<file path="src/rtl/mem_pkg.sv">
// mem_pkg: shared types and constants for the memory stage.
//   size_e      - access size decoded from the load/store size fields
//   state_e     - data-memory handshake FSM state
//   wb_regs_t   - write-back pipeline register contents
//   MEM_TO_REG_LOAD - mem_to_reg encoding that selects a load
//   decode_size - maps the load_hb/store_hb control fields to size_e
package mem_pkg;

  typedef enum logic [1:0] {
    WORD = 2'd0,
    HALF = 2'd1,
    BYTE = 2'd2
  } size_e;

  typedef enum logic {
    IDLE = 1'b0,
    WAIT = 1'b1
  } state_e;

  localparam logic [1:0] MEM_TO_REG_LOAD = 2'b01;

  typedef struct packed {
    logic        wr_reg_en;
    logic        link;
    logic        mfhi;
    logic        mflo;
    logic        hi_wr_en;
    logic        lo_wr_en;
    logic [1:0]  mem_to_reg;
    logic [4:0]  wr_reg_addr;
    logic [31:0] alu;
    logic [31:0] read_data;
    logic [31:0] pc4;
    logic [31:0] hi_lo;
    logic [31:0] res_hi;
    logic [31:0] res_lo;
  } wb_regs_t;

  // A load with load_hb clear is always a word; otherwise the store_hb
  // field carries the size (11 falls back to word).
  function automatic size_e decode_size(input logic       is_load,
                                        input logic       load_hb,
                                        input logic [1:0] store_hb);
    size_e s;
    s = WORD;
    if (!(is_load && !load_hb)) begin
      case (store_hb)
        2'b01:   s = HALF;
        2'b10:   s = BYTE;
        default: s = WORD;
      endcase
    end
    return s;
  endfunction

endpackage

</file>
<file path="src/rtl/load_align.sv">
// load_align: extracts the addressed byte/half/word lane from the read
// data bus and sign- or zero-extends it to 32 bits. Purely combinational.
// Ports:
//   rdata_i   - raw 32-bit word from data memory
//   addr_lo_i - byte offset within the word
//   size_i    - access size
//   sign_i    - 1: sign-extend, 0: zero-extend
//   data_o    - aligned, extended load result
module load_align
  import mem_pkg::*;
(
  input  logic [31:0] rdata_i,
  input  logic [1:0]  addr_lo_i,
  input  size_e       size_i,
  input  logic        sign_i,
  output logic [31:0] data_o
);

  logic [7:0]  byte_lane;
  logic [15:0] half_lane;

  always_comb begin
    case (addr_lo_i)
      2'd0:    byte_lane = rdata_i[7:0];
      2'd1:    byte_lane = rdata_i[15:8];
      2'd2:    byte_lane = rdata_i[23:16];
      default: byte_lane = rdata_i[31:24];
    endcase
    half_lane = addr_lo_i[1] ? rdata_i[31:16] : rdata_i[15:0];

    case (size_i)
      BYTE:    data_o = {{24{sign_i & byte_lane[7]}}, byte_lane};
      HALF:    data_o = {{16{sign_i & half_lane[15]}}, half_lane};
      default: data_o = rdata_i;
    endcase
  end

endmodule

</file>
<file path="src/rtl/memory_stage.sv">
// memory_stage: pipeline memory stage. Issues load/store requests on a
// req/ack data-memory port, stalls upstream until ack, aligns load data and
// registers all results into the write-back pipeline registers.
// Configuration macro: MEM_MISALIGN_TRAP_EN
//   defined   - misaligned half/word accesses raise misalign_trap, no request
//   undefined - misalign_trap is 0 and the offending low address bits are
//               forced to zero
// Ports:
//   clk, reset            - clock, synchronous active-high reset
//   *_mem                 - control/data fields from the execute register
//   dmem_*                - data-memory request interface
//   stall_mem             - holds upstream stages while a request is pending
//   misalign_trap         - one-cycle pulse on a trapped access
//   *_wb                  - write-back register outputs
module memory_stage
  import mem_pkg::*;
(
  input  logic        clk,
  input  logic        reset,
  input  logic        wr_reg_en_mem,
  input  logic        link_mem,
  input  logic        mem_wr_mem,
  input  logic        load_hb_mem,
  input  logic        sign_zero_ext_mem,
  input  logic        mfhi_mem,
  input  logic        mflo_mem,
  input  logic        hi_wr_en_mem,
  input  logic        lo_wr_en_mem,
  input  logic [1:0]  mem_to_reg_mem,
  input  logic [1:0]  store_hb_mem,
  input  logic [4:0]  wr_reg_addr_mem,
  input  logic [31:0] alu_to_mem,
  input  logic [31:0] sourceB_mem,
  input  logic [31:0] PC4_mem,
  input  logic [31:0] hi_lo_mem,
  input  logic [31:0] res_hi_mem,
  input  logic [31:0] res_lo_mem,
  output logic        dmem_req,
  output logic        dmem_we,
  output logic [3:0]  dmem_be,
  output logic [31:0] dmem_addr,
  output logic [31:0] dmem_wdata,
  input  logic [31:0] dmem_rdata,
  input  logic        dmem_ack,
  output logic        stall_mem,
  output logic        misalign_trap,
  output logic        wr_reg_en_wb,
  output logic        link_wb,
  output logic        mfhi_wb,
  output logic        mflo_wb,
  output logic        hi_wr_en_wb,
  output logic        lo_wr_en_wb,
  output logic [1:0]  mem_to_reg_wb,
  output logic [4:0]  wr_reg_addr_wb,
  output logic [31:0] alu_to_wb,
  output logic [31:0] read_data_wb,
  output logic [31:0] PC4_wb,
  output logic [31:0] hi_lo_wb,
  output logic [31:0] res_hi_wb,
  output logic [31:0] res_lo_wb
);

  logic        is_load;
  logic        is_store;
  logic        access;
  size_e       size;
  logic [31:0] addr_eff;
  logic        trap;
  logic        bubble;
  logic [31:0] load_data;
  state_e      state_q, state_d;
  wb_regs_t    wb_q, wb_d;

  assign is_load  = (mem_to_reg_mem == MEM_TO_REG_LOAD);
  assign is_store = mem_wr_mem;
  assign access   = is_load | is_store;
  assign size     = decode_size(is_load & ~is_store, load_hb_mem, store_hb_mem);

`ifdef MEM_MISALIGN_TRAP_EN
  logic misaligned;

  always_comb begin
    misaligned = 1'b0;
    case (size)
      HALF:    misaligned = alu_to_mem[0];
      WORD:    misaligned = |alu_to_mem[1:0];
      default: misaligned = 1'b0;
    endcase
  end

  assign addr_eff = alu_to_mem;
  // Only a fresh access can trap; WAIT is only ever entered when aligned.
  assign trap     = ~reset & access & misaligned & (state_q == IDLE);
`else
  always_comb begin
    addr_eff = alu_to_mem;
    case (size)
      HALF:    addr_eff[0]   = 1'b0;
      WORD:    addr_eff[1:0] = 2'b00;
      default: addr_eff      = alu_to_mem;
    endcase
  end

  assign trap = 1'b0;
`endif

  // Upstream holds the instruction while stalled, so the request fields
  // derived from it stay stable until ack without extra capture registers.
  assign dmem_req      = ~reset & ((state_q == WAIT) | (access & ~trap));
  assign stall_mem     = dmem_req & ~dmem_ack;
  assign misalign_trap = trap;
  assign dmem_addr     = addr_eff;
  assign dmem_we       = is_store;

  always_comb begin
    case (size)
      BYTE: begin
        dmem_be    = 4'b0001 << addr_eff[1:0];
        dmem_wdata = {4{sourceB_mem[7:0]}};
      end
      HALF: begin
        dmem_be    = addr_eff[1] ? 4'b1100 : 4'b0011;
        dmem_wdata = {2{sourceB_mem[15:0]}};
      end
      default: begin
        dmem_be    = 4'b1111;
        dmem_wdata = sourceB_mem;
      end
    endcase
  end

  load_align u_load_align (
    .rdata_i   (dmem_rdata),
    .addr_lo_i (addr_eff[1:0]),
    .size_i    (size),
    .sign_i    (sign_zero_ext_mem),
    .data_o    (load_data)
  );

  always_comb begin
    state_d = state_q;
    case (state_q)
      IDLE:    if (dmem_req && !dmem_ack) state_d = WAIT;
      WAIT:    if (dmem_ack) state_d = IDLE;
      default: state_d = IDLE;
    endcase
  end

  assign bubble = stall_mem | trap;

  always_comb begin
    wb_d.wr_reg_en   = wr_reg_en_mem;
    wb_d.link        = link_mem;
    wb_d.mfhi        = mfhi_mem;
    wb_d.mflo        = mflo_mem;
    wb_d.hi_wr_en    = hi_wr_en_mem;
    wb_d.lo_wr_en    = lo_wr_en_mem;
    wb_d.mem_to_reg  = mem_to_reg_mem;
    wb_d.wr_reg_addr = wr_reg_addr_mem;
    wb_d.alu         = alu_to_mem;
    wb_d.read_data   = load_data;
    wb_d.pc4         = PC4_mem;
    wb_d.hi_lo       = hi_lo_mem;
    wb_d.res_hi      = res_hi_mem;
    wb_d.res_lo      = res_lo_mem;
  end

  always_ff @(posedge clk) begin
    if (reset) begin
      state_q <= IDLE;
      wb_q    <= '0;
    end else begin
      state_q <= state_d;
      if (bubble) begin
        // Bubble: drop every write enable, leave data fields as they were.
        wb_q.wr_reg_en <= 1'b0;
        wb_q.hi_wr_en  <= 1'b0;
        wb_q.lo_wr_en  <= 1'b0;
      end else begin
        wb_q <= wb_d;
      end
    end
  end

  assign wr_reg_en_wb   = wb_q.wr_reg_en;
  assign link_wb        = wb_q.link;
  assign mfhi_wb        = wb_q.mfhi;
  assign mflo_wb        = wb_q.mflo;
  assign hi_wr_en_wb    = wb_q.hi_wr_en;
  assign lo_wr_en_wb    = wb_q.lo_wr_en;
  assign mem_to_reg_wb  = wb_q.mem_to_reg;
  assign wr_reg_addr_wb = wb_q.wr_reg_addr;
  assign alu_to_wb      = wb_q.alu;
  assign read_data_wb   = wb_q.read_data;
  assign PC4_wb         = wb_q.pc4;
  assign hi_lo_wb       = wb_q.hi_lo;
  assign res_hi_wb      = wb_q.res_hi;
  assign res_lo_wb      = wb_q.res_lo;

endmodule
</file>
<file path="config.mk">
export PLATFORM = sky130hd
export DESIGN_NAME = memory_stage
export DESIGN_NICKNAME = d
export VERILOG_FILES = /design/src/rtl/mem_pkg.sv /design/src/rtl/load_align.sv /design/src/rtl/memory_stage.sv
export SDC_FILE = /design/constraint.sdc
export NUM_CORES = 1
export LEC_CHECK = 0
export ABC_AREA = 1
export ABC_CLOCK_PERIOD_IN_PS = 5550
export BUFFER_PORTS_ARGS = -buffer_cell sky130_fd_sc_hd__buf_2
export CAP_MARGIN = 20
export CORE_AREA = 4 4 201 203
export CTS_CLUSTER_SIZE = 16
export DETAILED_ROUTE_END_ITERATION = 12
export DIE_AREA = 0 0 205 207
export GPL_TIMING_DRIVEN = 1
export HOLD_SLACK_MARGIN = 0.1
export PLACE_DENSITY = 0.43
export SLEW_MARGIN = 20
export SYNTH_ARGS = -nofsm -noshare
export SYNTH_HDL_FRONTEND = slang
export SYNTH_SLANG_ARGS = --single-unit
</file>
<file path="constraint.sdc">
create_clock -name clk -period 5.55 [get_ports clk]
set_clock_uncertainty 0.2 [all_clocks]
set_input_delay 0 -clock clk [delete_from_list [all_inputs] [get_ports clk]]
set_output_delay 0 -clock clk [all_outputs]
set_load 0.02 [all_outputs]
</file>
==> metrics.md, run 1 <==
| Metric | Value |
|---|---|
| Resized cells post-CTS | 0 |
| Clock tree buffer depth | 3 |
| Run Error | [ERROR RSZ-0060] Max buffer count reached. |
| Mapped Avg Cell Area | 9.224 µm² |
| Ys async rst share | 0 |
| # Post-CTS Setup Buffers | 0 |
| Post-Syn Instances | 863 |
| Last flow stage reached | clock tree synthesis (4_1_cts) |
| Distinct cell type count after synthesis | 29 |
| PortBufs | 520 |
| Leading register cell type out of synthesis | dfxtp_1 |
| CTS Root Cell | clkbuf_16 |
| Syn Std Cell Area | 7960 µm² |
| Seq cells post-synth | 206 |
| Final Wtd Congestion | 0.8091 |
| Outcome | aborted with a tool error |
| Cts-stage hold buffer count | 372 |
| Final HPWL DP | 24460 µm |
| Post-synth EDFFs | 0 |
| Num CTS Buffers | 24 |
| Die Width | 205 µm |
| Starting Density | 0.2069 |
| YS warnings | 0 |
| Die outline height | 207 µm |
| TritonCTS Sinks | 206 |
| Register area share after synthesis | 0.5181 |
| Io pins | 522 |
| H-Tree Depth | 1 |
| Row cnt | 72 |
| Syn_nets | 1111 |
[cell families after synthesis]
group           synth area share
simple gates              0.1298
other cells            0.0004711
flops                     0.5181
compound gates            0.2488
fa+ha+maj               0.004716
buf+inv                  0.09808
[synth_stat cells, types with 10 or more instances]
cell type  count  area share
nand3_1       36       0.023
a22oi_1       12       0.011
nand2_1      153       0.072
a21oi_2       10       0.011
inv_1         46       0.022
a22o_1       167        0.18
nor2_1        38       0.018
buf_2         39       0.025
a21oi_1       17       0.011
dfxtp_1      206        0.52
o21ai_0       47       0.030
clkbuf_1      17      0.0080
buf_4         41       0.039
[metrics by stage]
| step | std cells | hold WS (ps) | setup WS (ps) | area [µm²] |
|---|---|---|---|---|
| after detailed placement | 1807 | 13.25 | 2554 | 10700 |
| after global placement | 1806 | 8.408 | 2334 | 10670 |
| after floorplan | 863 | -127.6 | 3637 | 7960 |
==> inputs of run 2 (changes only) <==
CORE_AREA = 4 4 200 202   (was 4 4 201 203)
CTS_CLUSTER_SIZE = default   (was 16)
DIE_AREA = 0 0 204 206   (was 0 0 205 207)
HOLD_SLACK_MARGIN = default   (was 0.1)
PLACE_DENSITY = default   (was 0.43)
PLACE_DENSITY_LB_ADDON = 0.15   (was default)
==> metrics.md, run 2 <==
| Metric | Value |
|---|---|
| Outcome | finished clean |
| Worst Setup End Kind | flip-flop |
| Antenna Nets Post-Route | 0 |
| Drt first pass iters | 5 |
| Area Growth Syn to Fin | 81.63% |
| Hold Crit Start | reset |
| Layout fillers | 3921 |
| Vias | 9117 |
| Hold depth | 4 |
| Die ar. | 42020 µm² |
| Crit-path max FO | 46 |
| TritonCTS Sinks | 206 |
| Lkg Pwr | 7.395 nW |
| CTS Root Cell | clkbuf_16 |
| Die Width | 204 µm |
| PD cells | 293.6 nW/µm² |
| Placement Cell Area | 10680 µm² |
| Register-to-register setup slack | 2190 ps |
| Share of the synthesized area in the top cell type | 0.5181 |
| Ys async rst share | 0 |
| Initial antenna violation count | 1 |
| Critical Path Start Type | input pin |
| RR Endpoint | read_data_wb[13]$_SDFFE_PP0N_ |
| Via density | 4.240 |
| Syn Std Cell Area | 7960 µm² |
| Final min period | 4924 ps |
| Commonest non-fill, non-tap cells in the layout | 520 x buf_2, 296 x dlygate4sd3_1, 206 x dfxtp_1 |
| TritonCTS clock tree | done |
| Leading register cell type out of synthesis | dfxtp_1 |
| Final setup vio count | 0 |
| Max-slew headroom | 0.2987 |
| Largest net degree at the start of global routing | 95 |
| H-Tree Depth | 1 |
| Layout cells sized above 1 | 0.3654 |
| Worst Hold End | res_lo_wb[4]$_SDFFE_PP0N_ |
| Distinct cell type count after synthesis | 29 |
| Worst Reg2Reg Path Length in Cells | 12 |
| Routed WL | 35930 µm |
| Core Box Area | 38290 µm² |
| Post-route clock period utilization | 0.8873 |
| Total track usage | 0.1583 |
| Post-synth EDFFs | 0 |
| Io pins | 522 |
| First-pass GRT wire length | 53790 µm |
| Post-Syn Instances | 863 |
| Vias in the first global route | 9531 |
| Fin util | 0.3776 |
| Clock slew seen by the registers of the worst setup and hold paths | 60 ps |
| Seq cells post-synth | 206 |
| Num CTS Buffers | 25 |
| Final HPWL DP | 24530 µm |
| Starting DRT DRC Count | 477 |
| Post-route cell area | 14460 µm² |
| Critical path class | input pin to flip-flop |
| Fin. max-slew vios | 0 |
| Max-cap violations | 0 |
| Clk Latency, worst-skew pair | 520 ps |
| Final nets | 1861 |
| Worst hold slack | 16.74 ps |
| Syn_nets | 1111 |
| Die outline height | 206 µm |
| Worst R2R Start | state_q$_SDFF_PP0_ |
| Most common cell in the synthesized netlist | dfxtp_1 |
| Register area share after synthesis | 0.5181 |
| RSZ-0062 raised after global routing | false |
| Worst min path class | input pin to flip-flop |
| Post-synth top cells | 206 x dfxtp_1, 167 x a22o_1, 153 x nand2_1 |
| Pwr Total | 4.244 mW |
| Final Wtd Congestion | 0.7658 |
| Residual DRC count | 0 |
| Mapped Avg Cell Area | 9.224 µm² |
| PortBufs | 520 |
| Maximum vdd drop | 0.1863 mV |
| Max frequency | 203.1 MHz |
| GR Overflow Total | 0 |
| Clock tree buffer depth | 3 |
| Arr. time, crit path | 5120 ps |
| Worst-Margin Slew | 1052 ps |
| CP Data Required Time | 5750 ps |
| Starting Density | 0.2079 |
| Synth area leaders | dfxtp_1 52%, a22o_1 18%, nand2_1 7.2% |
| Fin. Hold Viols | 0 |
| Row cnt | 72 |
| Leading area contributor after synthesis | dfxtp_1 |
| TNS Setup | 0 ps |
| YS warnings | 0 |
| Wire per inst | 16.71 µm |
| Commonest non-fill, non-tap cell in the layout | buf_2 |
-- run 2: worst max path at each step --
stage                      start                      endpoint  slack (ps)  depth (start not counted)
3_3_place_gp   mem_to_reg_mem[1]  read_data_wb[7]$_SDFFE_PP0N_        2790                         15
6_report       mem_to_reg_mem[1]  read_data_wb[7]$_SDFFE_PP0N_         630                         19
2_1_floorplan  mem_to_reg_mem[1]  read_data_wb[4]$_SDFFE_PP0N_        3640                         13
5_1_grt        mem_to_reg_mem[1]  read_data_wb[7]$_SDFFE_PP0N_         170                         19
3_5_place_dp   mem_to_reg_mem[1]  read_data_wb[2]$_SDFFE_PP0N_        2760                         12
4_1_cts        mem_to_reg_mem[1]  read_data_wb[7]$_SDFFE_PP0N_         610                         19
-- run 2: stage by stage --
step,setup slack (ps),cells
finish,625.7,2150
global route,168.8,2150
CTS,613.3,2149
detailed placement,2760,1808
global placement,2787,1808
floorplan,3637,863
-- run 2: metal layers --
layer / vias up / wire, µm / global-route usage
li1: 4470 / - / -
met4: 0 / 1015 / 0.04882
met2: 372 / 17850 / 0.2828
met3: 62 / 2764 / 0.03938
met1: 4213 / 14300 / 0.1876
met5: - / 0 / 0
-- run 2: cell type report --
class | count | area (µm²) | share of cell area
repair buffers | 823 | 5618 | 0.3886
inverters | 50 | 187.7 | 0.01298
clock buffers | 36 | 737.0 | 0.05097
clock inverters | 9 | 80.08 | 0.005539
diodes | 1 | 2.502 | 0.0001731
flip-flops and latches | 206 | 4124 | 0.2852
multi-input cells | 507 | 3060 | 0.2117
well taps | 518 | 648.1 | 0.04483
-- run 2: worst max-delay path: stages --
cell and delay [ps]:
dlygate4sd3_1 550, buf_2 140, inv_1 60, nand2_1 70, nor3_1 290, nor3_1 120
ha_1 300, buf_4 280, inv_1 300, buf_4 350, nand2_1 120, a32oi_1 150
dlygate4sd3_1 560, o21ai_0 60, dlygate4sd3_1 570, nand2_1 50, dlygate4sd3_1 550, nand2_1 50
dlygate4sd3_1 550
-- run 2: timing repair --
action                                 CTS  global route
hold buffers                           296             0
buffers inserted                         0             0
endpoints found under the hold margin  206             0
resized for setup                        0             0
-- run 2: report_power, final --
group          switching [mW]  leakage, nW  internal (mW)
sequential             0.0615         1.71           1.60
clock                   0.633        0.406          0.967
combinational           0.548         5.27          0.435
-- run 2: cell families (layout without fill, tap and decap cells) --
group | after synthesis | count (layout) | synth area share
AO/OA/AOI/OAI | 256 | 256 | 0.2488
adder cells (fa/ha/maj) | 3 | 3 | 0.004716
buffers and inverters | 150 | 918 | 0.09808
flip-flops | 206 | 206 | 0.5181
other | 1 | 2 | 0.0004711
AND/OR/NAND/NOR | 247 | 247 | 0.1298
Note: power is estimated with default switching activity, not from simulation.
==> inputs of run 3 (changes only) <==
ABC_CLOCK_PERIOD_IN_PS = 6400   (was 5550)
clock period = 6.4 ns   (was 5.55 ns; I/O delays follow)
==> metrics.md, run 3 <==
| Metric | Value |
|---|---|
| Die Width | 204 µm |
| YS warnings | 0 |
| Post-synth top cells | 206 x dfxtp_1, 167 x a22o_1, 153 x nand2_1 |
| Run Error | [ERROR RSZ-0060] Max buffer count reached. |
| Most common cell in the synthesized netlist | dfxtp_1 |
| Mapped Avg Cell Area | 9.224 µm² |
| Outcome | aborted with a tool error |
| Syn_nets | 1111 |
| PortBufs | 520 |
| Cts-stage hold buffer count | 371 |
| Num CTS Buffers | 25 |
| Io pins | 522 |
| Starting Density | 0.2079 |
| Leading area contributor after synthesis | dfxtp_1 |
| H-Tree Depth | 1 |
| Die outline height | 206 µm |
| Share of the synthesized area in the top cell type | 0.5181 |
| Final HPWL DP | 24400 µm |
| Ys async rst share | 0 |
| Leading register cell type out of synthesis | dfxtp_1 |
| Post-synth EDFFs | 0 |
| Last flow stage reached | clock tree synthesis (4_1_cts) |
| Syn Std Cell Area | 7960 µm² |
| CTS Root Cell | clkbuf_16 |
| Resized cells post-CTS | 0 |
| Seq cells post-synth | 206 |
| Distinct cell type count after synthesis | 29 |
| Post-Syn Instances | 863 |
| Synth area leaders | dfxtp_1 52%, a22o_1 18%, nand2_1 7.2% |
| Row cnt | 72 |
| Final Wtd Congestion | 0.7828 |
| # Post-CTS Setup Buffers | 0 |
| Clock tree buffer depth | 3 |
| TritonCTS Sinks | 206 |
| Register area share after synthesis | 0.5181 |
## run 3: cell counts after synthesis
No cell type changed its count.
## run 3: cell families after synthesis
| logic type | share of synthesized area |
|---|---|
| simple gates | 0.1298 |
| compound gates | 0.2488 |
| other cells | 0.0004711 |
| fa+ha+maj | 0.004716 |
| buf+inv | 0.09808 |
| flops | 0.5181 |
## run 3: through the flow
stage               hold WS (ps)  cells  worst slack (ps)    util  instance area [µm²]
floorplan                 -127.6    863              4487       -                 7960
global placement           7.884   1806              3311  0.2784                10660
detailed placement         12.79   1806              3319  0.2784                10660
